## src/rtl/uart_frame_ctrl.sv

```systemverilog
// rtl/uart_frame_ctrl.sv - frame sequencer between UART receiver and byte buffer
//
// Purpose: turns rx_done_tick pulses into buffer write strobes, closes a frame
// on buffer full (count == DEPTH) or on TERM_CHAR, presents frame_valid/frame_len
// until frame_ack, then issues a one-cycle buffer clear strobe and waits for
// the buffer to report empty before accepting the next frame.
// Optional: define FRAME_TIMEOUT_EN to also close a partial frame after
// TIMEOUT_CYCLES idle cycles in COLLECT.
//
// Ports:
//   clk_100Mhz    in   system clock
//   reset         in   asynchronous, active-high
//   rx_done_tick  in   one-cycle pulse, rx_data valid
//   rx_data       in   received byte
//   fifo_full     in   buffer full flag
//   fifo_empty    in   buffer empty flag
//   fifo_wr       out  buffer write strobe
//   fifo_wr_data  out  buffer write data
//   fifo_rd       out  buffer clear strobe
//   frame_valid   out  frame complete, buffer contents stable
//   frame_len     out  valid bytes in frame, 1..DEPTH
//   frame_ack     in   consumer has taken the frame
//   overrun       out  one-cycle pulse: received byte dropped
module uart_frame_ctrl #(
  parameter int                   DATA_SIZE      = 8,
  parameter int                   DEPTH_EXP      = 3,
  parameter logic [DATA_SIZE-1:0] TERM_CHAR      = 'h0D,
  parameter int                   TIMEOUT_CYCLES = 1_000_000
) (
  input  logic                 clk_100Mhz,
  input  logic                 reset,
  input  logic                 rx_done_tick,
  input  logic [DATA_SIZE-1:0] rx_data,
  input  logic                 fifo_full,
  input  logic                 fifo_empty,
  output logic                 fifo_wr,
  output logic [DATA_SIZE-1:0] fifo_wr_data,
  output logic                 fifo_rd,
  output logic                 frame_valid,
  output logic [DEPTH_EXP:0]   frame_len,
  input  logic                 frame_ack,
  output logic                 overrun
);

  localparam logic [DEPTH_EXP:0] DEPTH_CNT = (DEPTH_EXP+1)'(1) << DEPTH_EXP;

  typedef enum logic [1:0] {IDLE, COLLECT, READY, CLEAR} state_t;

  state_t                 state_q;
  logic [DEPTH_EXP:0]     count_q;
  logic [DEPTH_EXP:0]     count_d;
  logic                   fifo_wr_q;
  logic [DATA_SIZE-1:0]   fifo_wr_data_q;
  logic                   fifo_rd_q;
  logic                   frame_valid_q;
  logic [DEPTH_EXP:0]     frame_len_q;
  logic                   overrun_q;
  logic                   is_term;
  logic                   accept;
  logic                   drop;

`ifdef FRAME_TIMEOUT_EN
  localparam int IDLE_W = $clog2(TIMEOUT_CYCLES + 1);
  logic [IDLE_W-1:0] idle_q;
  logic              timeout;
  // READY is entered one edge early so that the registered frame_valid
  // rises exactly TIMEOUT_CYCLES edges after the last accepted byte.
  assign timeout = (idle_q == IDLE_W'(TIMEOUT_CYCLES - 2));
`endif

  always_comb begin
    is_term = 1'b0;
    accept  = 1'b0;
    drop    = 1'b0;
    count_d = count_q + (DEPTH_EXP+1)'(1);
    if (rx_data == TERM_CHAR) is_term = 1'b1;
    if ((state_q == IDLE) || (state_q == COLLECT)) begin
      accept = rx_done_tick && !is_term && !fifo_full;
      drop   = rx_done_tick && !is_term &&  fifo_full;
    end
  end

  always_ff @(posedge clk_100Mhz or posedge reset) begin
    if (reset) begin
      state_q        <= IDLE;
      count_q        <= '0;
      fifo_wr_q      <= 1'b0;
      fifo_wr_data_q <= '0;
      fifo_rd_q      <= 1'b0;
      frame_valid_q  <= 1'b0;
      frame_len_q    <= '0;
      overrun_q      <= 1'b0;
`ifdef FRAME_TIMEOUT_EN
      idle_q         <= '0;
`endif
    end else begin
      fifo_wr_q <= 1'b0;
      fifo_rd_q <= 1'b0;
      overrun_q <= 1'b0;
      if (accept) begin
        fifo_wr_q      <= 1'b1;
        fifo_wr_data_q <= rx_data;
      end
      if (drop) overrun_q <= 1'b1;

      case (state_q)
        IDLE: begin
          if (accept) begin
            count_q <= (DEPTH_EXP+1)'(1);
            state_q <= COLLECT;
          end
        end
        COLLECT: begin
          if (accept) begin
            count_q <= count_d;
            if (count_d == DEPTH_CNT) state_q <= READY;
          end else if (rx_done_tick && is_term) begin
            state_q <= READY;
`ifdef FRAME_TIMEOUT_EN
          end else if (timeout) begin
            state_q <= READY;
`endif
          end
        end
        READY: begin
          if (rx_done_tick) overrun_q <= 1'b1;
          // Ack only counts once frame_valid has actually been presented.
          if (frame_valid_q && frame_ack) begin
            state_q       <= CLEAR;
            frame_valid_q <= 1'b0;
            fifo_rd_q     <= 1'b1;
          end else begin
            frame_valid_q <= 1'b1;
            frame_len_q   <= count_q;
          end
        end
        CLEAR: begin
          if (rx_done_tick) overrun_q <= 1'b1;
          // The empty flag is only trusted once the clear strobe has retired.
          if (!fifo_rd_q && fifo_empty) begin
            state_q     <= IDLE;
            count_q     <= '0;
            frame_len_q <= '0;
          end
        end
        default: state_q <= IDLE;
      endcase

`ifdef FRAME_TIMEOUT_EN
      if ((state_q == COLLECT) && !accept && !timeout) idle_q <= idle_q + IDLE_W'(1);
      else                                             idle_q <= '0;
`endif
    end
  end

  assign fifo_wr      = fifo_wr_q;
  assign fifo_wr_data = fifo_wr_data_q;
  assign fifo_rd      = fifo_rd_q;
  assign frame_valid  = frame_valid_q;
  assign frame_len    = frame_len_q;
  assign overrun      = overrun_q;

endmodule

```

## config.mk

```make
export PLATFORM = sky130hd
export DESIGN_NAME = uart_frame_ctrl
export DESIGN_NICKNAME = d
export VERILOG_FILES = /design/src/rtl/uart_frame_ctrl.sv
export SDC_FILE = /design/constraint.sdc
export NUM_CORES = 1
export LEC_CHECK = 0
export ABC_CLOCK_PERIOD_IN_PS = 3000
export CAP_MARGIN = 30
export CELL_PAD_IN_SITES_DETAIL_PLACEMENT = 0
export CELL_PAD_IN_SITES_GLOBAL_PLACEMENT = 1
export CORE_MARGIN = 2
export CORE_UTILIZATION = 41
export DETAILED_ROUTE_END_ITERATION = 6
export PLACE_DENSITY = 0.88
export SETUP_SLACK_MARGIN = 0.4
export SLEW_MARGIN = 5
export SYNTH_ARGS = -nofsm -noshare
export SYNTH_HDL_FRONTEND = slang
export SYNTH_SLANG_ARGS = --single-unit
```

## constraint.sdc

```tcl
create_clock -name clk_100Mhz -period 3 [get_ports clk_100Mhz]
set_input_delay 0.9 -clock clk_100Mhz [delete_from_list [all_inputs] [get_ports clk_100Mhz]]
set_output_delay 0.9 -clock clk_100Mhz [all_outputs]
set_load 0.02 [all_outputs]
```

==> summary.md, run 1 <==
| Metric | Value |
|---|---|
| Share of cells above drive strength 1 | `0.138` |
| Initial antenna violation count | `0` |
| CTS sink cnt | `22` |
| Number of global-route vias before repair | `918` |
| Startpoint types | `primary input` |
| Post-Syn Instances | `between 100 and 150` |
| Max VDD drop | `0.478 mV` |
| First-pass GRT wire length | `between 4 and 5 mm` |
| Buffers on Ports | `29` |
| Synth Cell Area | `1250 µm²` |
| Placed insts | `~170` |
| Routed via count | `between 900 and 1000` |
| Max-cap violations | `0` |
| RSZ-0062 raised after global routing | `false` |
| 1st-iter DRT viols | `27` |
| Commonest non-fill, non-tap cells in the layout | `clkdlybuf4s50_1, dfrtp_1, inv_1` |
| Layout area overhead | `29.7%` |
| WL met1 | `1.23 mm` |
| Fmax | `436 MHz` |
| Setup_tns | `0 ns` |
| Critical register-to-register path startpoint | `state_q[1]` |
| Ports | `30` |
| Final WL | `2.60 mm` |
| Final Max Slew Viols | `0` |
| Starting Density | `0.420` |
| Number of buffers inserted by hold repair at cts | `0` |
| Filler cells | `268` |
| Area of the multi-input gates | `649 µm²` |
| Hold Violations, Final | `0` |
| Slew of the pin with the lowest slew margin | `around 0.84 ns` |
| Placed cell areas | `1570 µm²` |
| CORE AREA | `~3000 µm²` |
| Cell variety after synth | `39` |
| Largest net degree at the start of global routing | `23` |
| Routability cong. | `roughly 0.77` |
| CTS HTree Levels | `1` |
| Reg area | `551 µm²` |
| PwrDens | `978 nW/µm²` |
| Syn Nets | `127` |
| Sequential cell area fraction in the yosys report | `0.440` |
| Tmin final | `2.29 ns` |
| Routed Antenna Nets | `0` |
| Worst hold slack | `0.531 ns` |
| Hold_sp | `fifo_wr_data[2]` |
| Nets | `158` |
| Crit. End Element | `flip-flop` |
| Outcome | `finished, final reports clean` |
| Filler-free cell count of the finished design | `171` |
| Synth warn | `0` |
| Final setup fails | `0` |
| Clock Skew | `around 0.0018 ns` |
| Latest clock arrival within the worst-skew pair | `0.33 ns` |
| Pre-Repair DR Iteration Count | `4` |
| Worst EP arrival | `2.52 ns` |
| CTS resizes | `0` |
| Avg WL per Cell | `roughly 15 µm` |
| Die Ht | `59.2 µm` |
| DP HPWL | `1.91 mm` |
| Leak | `slightly above 0.7 nW` |
| Max-Slew Margin vs Limit | `0.439` |
| CTS Buf Count | `3` |
| Commonest non-fill, non-tap cell in the layout | `clkdlybuf4s50_1` |
| GRT overflow | `0` |
| Die Footprint | `3510 µm²` |
| Wire length on met3 | `about 68 µm` |
| Worst EP required | `3.23 ns` |
| Vias per cell | `5.54` |
| Tot Pwr | `0.00159 W` |
| CTS root buf | `clkbuf_4` |
| DRC | `0` |
| Top Layer Used | `met4` |
| Final period util | `0.765` |
| Post-CTS Setup Inserts | `0` |
| Design area | `1620 µm²` |
| FF+latch count, synth | `22` |
| Mapped Avg Cell Area | `11.6 µm²` |
| Clock slew at the register clock pins of the worst setup and hold paths | `0.12 ns` |
| Antenna cell count | `0` |
| Worst Hold Class | `reg2reg` |
| Die W | `~60 µm` |
| Setup CP Type | `in2reg` |
| Row count | `20` |
| CTS tree | `done` |
| Worst Path Max Fanout | `9` |
| GRT Total Usage | `0.172` |
| Launch point of the worst path | `rx_data[7]` |
| Wire length on met2 | `1.23 mm` |
| Clock Path Buffers | `2` |
## cell usage after synthesis
cell type / number / area share
a211o_1: 3 / 0.021
o21ai_1: 1 / 0.0040
o221ai_1: 1 / 0.0070
nand3b_1: 4 / 0.024
o31a_1: 1 / 0.0070
clkbuf_1: 2 / 0.0060
o211ai_1: 1 / 0.0060
and4bb_1: 1 / 0.010
a222oi_1: 1 / 0.0080
ha_1: 5 / 0.050
and3_1: 2 / 0.010
buf_2: 1 / 0.0040
nor4_1: 2 / 0.010
nand4b_1: 1 / 0.0070
nor2_1: 4 / 0.012
o21ai_0: 5 / 0.020
nor3_1: 1 / 0.0040
o211ai_4: 1 / 0.017
o2bb2ai_1: 2 / 0.014
nand2b_1: 2 / 0.010
a41oi_1: 1 / 0.0070
and3b_1: 1 / 0.0070
a21boi_0: 1 / 0.0060
a21oi_1: 7 / 0.028
dfrtp_1: 22 / 0.44
a211oi_2: 1 / 0.010
a21oi_2: 1 / 0.0070
o2111a_1: 2 / 0.018
a21o_1: 1 / 0.0060
a311oi_2: 1 / 0.012
nor2_8: 1 / 0.016
a21o_4: 1 / 0.012
nand2_1: 4 / 0.012
inv_1: 10 / 0.030
nor4b_4: 1 / 0.019
a211oi_1: 1 / 0.0060
nand3_1: 2 / 0.0080
mux2i_1: 1 / 0.0080
mux2_4: 8 / 0.096
## per-stage QoR
step | worst slack, ns | utilization
4_1_cts | 0.709 | 0.545
2_1_floorplan | 0.983 | -
5_1_grt | 0.625 | 0.545
3_3_place_gp | 0.399 | 0.527
6_report | 0.706 | 0.545
3_5_place_dp | 0.371 | 0.527
## flip-flops by register name (all words and copies together), names as in the netlist
name	count
fifo_wr_data	8
count_q	4
frame_len	4
state_q	2
fifo_rd	1
fifo_wr	1
frame_valid	1
overrun	1
## final timing paths
| check | to | slack, ns | depth (start not counted) |
|---|---|---|---|
| setup / recovery | fifo_wr_data[7] | 0.71 | 5 |
| max in group asynchronous | count_q[0] | 1.45 | 2 |
| hold reg to reg | fifo_wr_data[2] | 0.53 | 1 |
| min in group asynchronous | fifo_wr_data[0] | 1.04 | 2 |
| setup reg to reg | fifo_wr_data[7] | 1.10 | 5 |
| hold / removal | fifo_wr_data[2] | 0.53 | 1 |
## cell type report
type,count,area share
flip-flops and latches,22,0.340
clock inverters,1,0.0185
multi-input cells,73,0.400
clock buffers,3,0.0139
well taps,33,0.0255
repair buffers,29,0.179
inverters,10,0.0231
## where the power goes
group | internal [W] | leakage [nW] | switching, W | total (W)
registers | 0.000409 | 0.275 | 0.0000851 | 0.000494
logic | 0.000423 | 0.407 | 0.000437 | 0.000859
clock network | 0.000135 | 0.0279 | 0.0000972 | 0.000233
## worst max-delay path, cell delays in order
cell and delay (ns):
clkdlybuf4s50_1 0.49, and4bb_1 0.30, a21o_4 0.28, nor2_8 0.22
mux2_4 0.33
## cell families (layout without fill, tap and decap cells)
logic type               after synthesis  in the layout  synth area share
flip-flops                            22             22             0.440
buffers and inverters                 13             43            0.0400
AND/OR/NAND/NOR                       26             26             0.149
adder cells (fa/ha/maj)                5              5            0.0501
AO/OA/AOI/OAI                         33             33             0.216
multiplexers                           9              9             0.104
## metal layers
layer,GRT usage,vias to the layer above
li1,-,461
met1,0.210,462
met2,0.275,16
met3,0.0393,8
met4,0.101,0
met5,0,-
Power figures use the tool's default switching activity.
==> run 2: changes to the inputs <==
Settings changed: ABC_CLOCK_PERIOD_IN_PS 3000 to 2300, CORE_UTILIZATION 41 to 38, PLACE_DENSITY 0.88 to 0.82.
Clock period 3 ns to 2.3 ns, I/O delays scaled along.
==> run 2 against run 1 <==
Die area increased by 7.3%. Final cell count increased by 14%. Wire length increased by 12%. Utilization increased by 1.4 points. Flip-flop and latch count unchanged. Clock-buffer cell count unchanged. Global-route usage increased by 0.23 points. Power increased by 33%. Final area increased by 6.9%. Via count increased by 7.7%. Critical path depth increased by 1.
==> summary.md, run 2 (synthesis results as in run 1) <==
| Metric | Value |
|---|---|
| Outcome | `finished, final reports clean` |
| Pre-Repair DR Iteration Count | `4 (unchanged)` |
| Logic pwr share | `0.551 (+0.009)` |
| Initial antenna violation count | `0 (unchanged)` |
| Bufs and invs on worst path | `2 (+1)` |
| Worst Path Max Fanout | `5 (-4)` |
| Clock Path Buffers | `2 (unchanged)` |
| Antenna cell count | `0 (unchanged)` |
| Largest net degree at the start of global routing | `23 (unchanged)` |
| PwrDens | `1220 nW/µm² (+24%)` |
| CP top delay family | `buffers and inverters` |
| Max VDD drop | `0.703 mV (+47%)` |
| Starting Density | `0.403 (-0.0169)` |
| Die Footprint | `3760 µm² (+7.3%)` |
| Worst EP arrival | `2.07 ns (-0.45 ns)` |
| Max-cap violations | `0 (unchanged)` |
| Met3 Track Usage GR | `0.0462 (+0.00692)` |
| CTS tree | `done` |
| Slowest stage cell, crit path | `clkdlybuf4s50_1` |
| Final period util | `0.812` |
| Max-Slew Margin vs Limit | `0.669 (+0.230)` |
| Final WL | `2.92 mm (+12%)` |
| Tmin final | `1.87 ns` |
| GR peak layer | `met2` |
| Number of buffers inserted by hold repair at cts | `0 (unchanged)` |
| Commonest non-fill, non-tap cells in the layout | `dlygate4sd2_1, dfrtp_1, buf_4` |
| Clock group share of total power | `0.143 (-0.004)` |
| Number of global-route vias before repair | `975 (+6.2%)` |
| Critical path depth in cells | `6 (+1)` |
| Flop pwr share | `0.305 (-0.007)` |
| Ports | `30 (unchanged)` |
| PnR worst setup slack | `0.431 ns (-0.275 ns)` |
| Fmax | `535 MHz` |
| Grt met1 use | `0.237 (+0.0267)` |
| Setup CP Type | `in2reg` |
| CTS Buf Count | `3 (unchanged)` |
| Power Internal | `0.00124 W (+28%)` |
| Leak | `0.840 nW (+18%)` |
| Worst EP required | `2.50 ns (-0.73 ns)` |
| Met2 Track Usage GR | `0.281 (+0.00643)` |
| CTS root buf | `clkbuf_4` |
| Reg2Reg Depth | `5 (unchanged)` |
| Slew of the pin with the lowest slew margin | `0.497 ns (-0.343 ns)` |
| Setup_tns | `0 ns (unchanged)` |
| CTS HTree Levels | `1 (unchanged)` |
| Die Ht | `61.4 µm (+3.6%)` |
| Worst path cell trace | `clkdlybuf4s50_1 -> nand2b_4 -> a222oi_1 -> buf_4 -> a21oi_1 -> a211o_1` |
| Filler-free cell count of the finished design | `195 (+14%)` |
| Commonest non-fill, non-tap cell in the layout | `dlygate4sd2_1` |
| Layout area overhead | `38.7%` |
| DP HPWL | `2.10 mm (+9.8%)` |
| CORE AREA | `3100 µm² (+4.2%)` |
| Worst slack, placed | `-0.0981 ns (-0.469 ns)` |
| Cell count of the worst hold path | `1 (unchanged)` |
| Max reg flops | `8 (unchanged)` |
| Latest clock arrival within the worst-skew pair | `0.32 ns (about the same)` |
| Row count | `20 (unchanged)` |
| Startpoint types | `primary input` |
| Routability cong. | `0.929 (+20%)` |
| Vias per cell | `5.23 (-5.5%)` |
| Routed Antenna Nets | `0 (unchanged)` |
| Final setup fails | `0 (unchanged)` |
| RSZ-0062 raised after global routing | `true` |
| Routed via count | `1020 (+7.7%)` |
| Avg WL per Cell | `15.0 µm (-1.7%)` |
| Switching power | `0.000867 W (+40%)` |
| Buffers on Ports | `29 (unchanged)` |
| Worst Hold Class | `reg2reg` |
| First-pass GRT wire length | `4.73 mm (+5.9%)` |
| Placed insts | `185 (+11%)` |
| Nets | `171 (+8.2%)` |
| Share of cells above drive strength 1 | `0.252 (+0.114)` |
| CTS sink cnt | `22 (unchanged)` |
| Clock slew at the register clock pins of the worst setup and hold paths | `0.12 ns (about the same)` |
| Die W | `61.4 µm (+3.6%)` |
| Clock Skew | `0.0132 ns (+0.0114 ns)` |
| Sw Ratio | `0.411 (+0.0208)` |
| GRT Total Usage | `0.174 (+0.00231)` |
| 1st-iter DRT viols | `45 (+67%)` |
| Final Max Slew Viols | `0 (unchanged)` |
| DRC | `0 (unchanged)` |
| GRT overflow | `0 (unchanged)` |
| Crit. End Element | `flip-flop` |
| Slowest Stage Delay on Critical Path | `0.53 ns (+0.04 ns)` |
| Hold Violations, Final | `0 (unchanged)` |
## run 2: cell types whose count changed in the layout (fill, tap and decap cells not counted)
cell	previous run	this run
nor2_1	4	3
dlymetal6s2s_1	0	2
dlygate4sd2_1	0	24
ha_1	5	3
and4bb_2	0	1
nor2_4	0	1
buf_4	0	12
nand2b_4	0	2
ha_2	0	2
nor2_2	0	1
and4bb_1	1	0
nand2b_1	2	0
clkdlybuf4s50_1	29	3
## run 2: worst paths after layout
kind / startpoint / endpoint / slack (ns)
min reg2reg: fifo_wr_data[2] / fifo_wr_data[2] / 0.53
max: fifo_empty / state_q[1] / 0.43
max reg2reg: state_q[1] / state_q[1] / 0.49
min: fifo_wr_data[2] / fifo_wr_data[2] / 0.53
min in group asynchronous: reset / fifo_wr_data[0] / 0.68
max in group asynchronous: reset / fifo_wr_data[3] / 1.38
## run 2: timing repair
item	4_1_cts	5_1_grt
setup endpoints to repair	29	2
setup buffers	3	2
cloned	1	0
gates resized for setup	27	5
pin swaps	5	1
## run 2: routing by layer
| layer | vias to the layer above | share of wire |
|---|---|---|
| met5 | - | 0 |
| met4 | 0 | 0.0069 |
| met3 | 2 | 0.051 |
| met2 | 28 | 0.49 |
| met1 | 499 | 0.45 |
| li1 | 491 | - |
## run 2: cell type report
type,count,area (µm²)
Fill cell,292,1370
Timing Repair Buffer,41,355
Clock inverter,1,30.0
Sequential cell,22,551
Inverter,10,37.5
Tap cell,44,55.1
Clock buffer,3,22.5
Multi-Input combinational cell,74,683
## run 2: through the flow
step                      total power [W]  cell area (µm²)  hold WS, ns   util
after floorplan                   0.00140             1250        0.525      -
after global routing              0.00225             1730        0.550  0.559
final                             0.00211             1730        0.527  0.559
after global placement            0.00180             1640        0.500  0.527
after detailed placement          0.00183             1640        0.508  0.527
after CTS                         0.00209             1700        0.533  0.548
## run 2: power groups by stage
| stage | logic [W] | registers [W] | clock network, W |
|---|---|---|---|
| detailed placement | 0.00117 | 0.000659 | 0 |
| global route | 0.00125 | 0.000663 | 0.000332 |
| global placement | 0.00115 | 0.000648 | 0 |
| floorplan | 0.000626 | 0.000772 | 0 |
| finish | 0.00116 | 0.000644 | 0.000302 |
| CTS | 0.00114 | 0.000646 | 0.000307 |
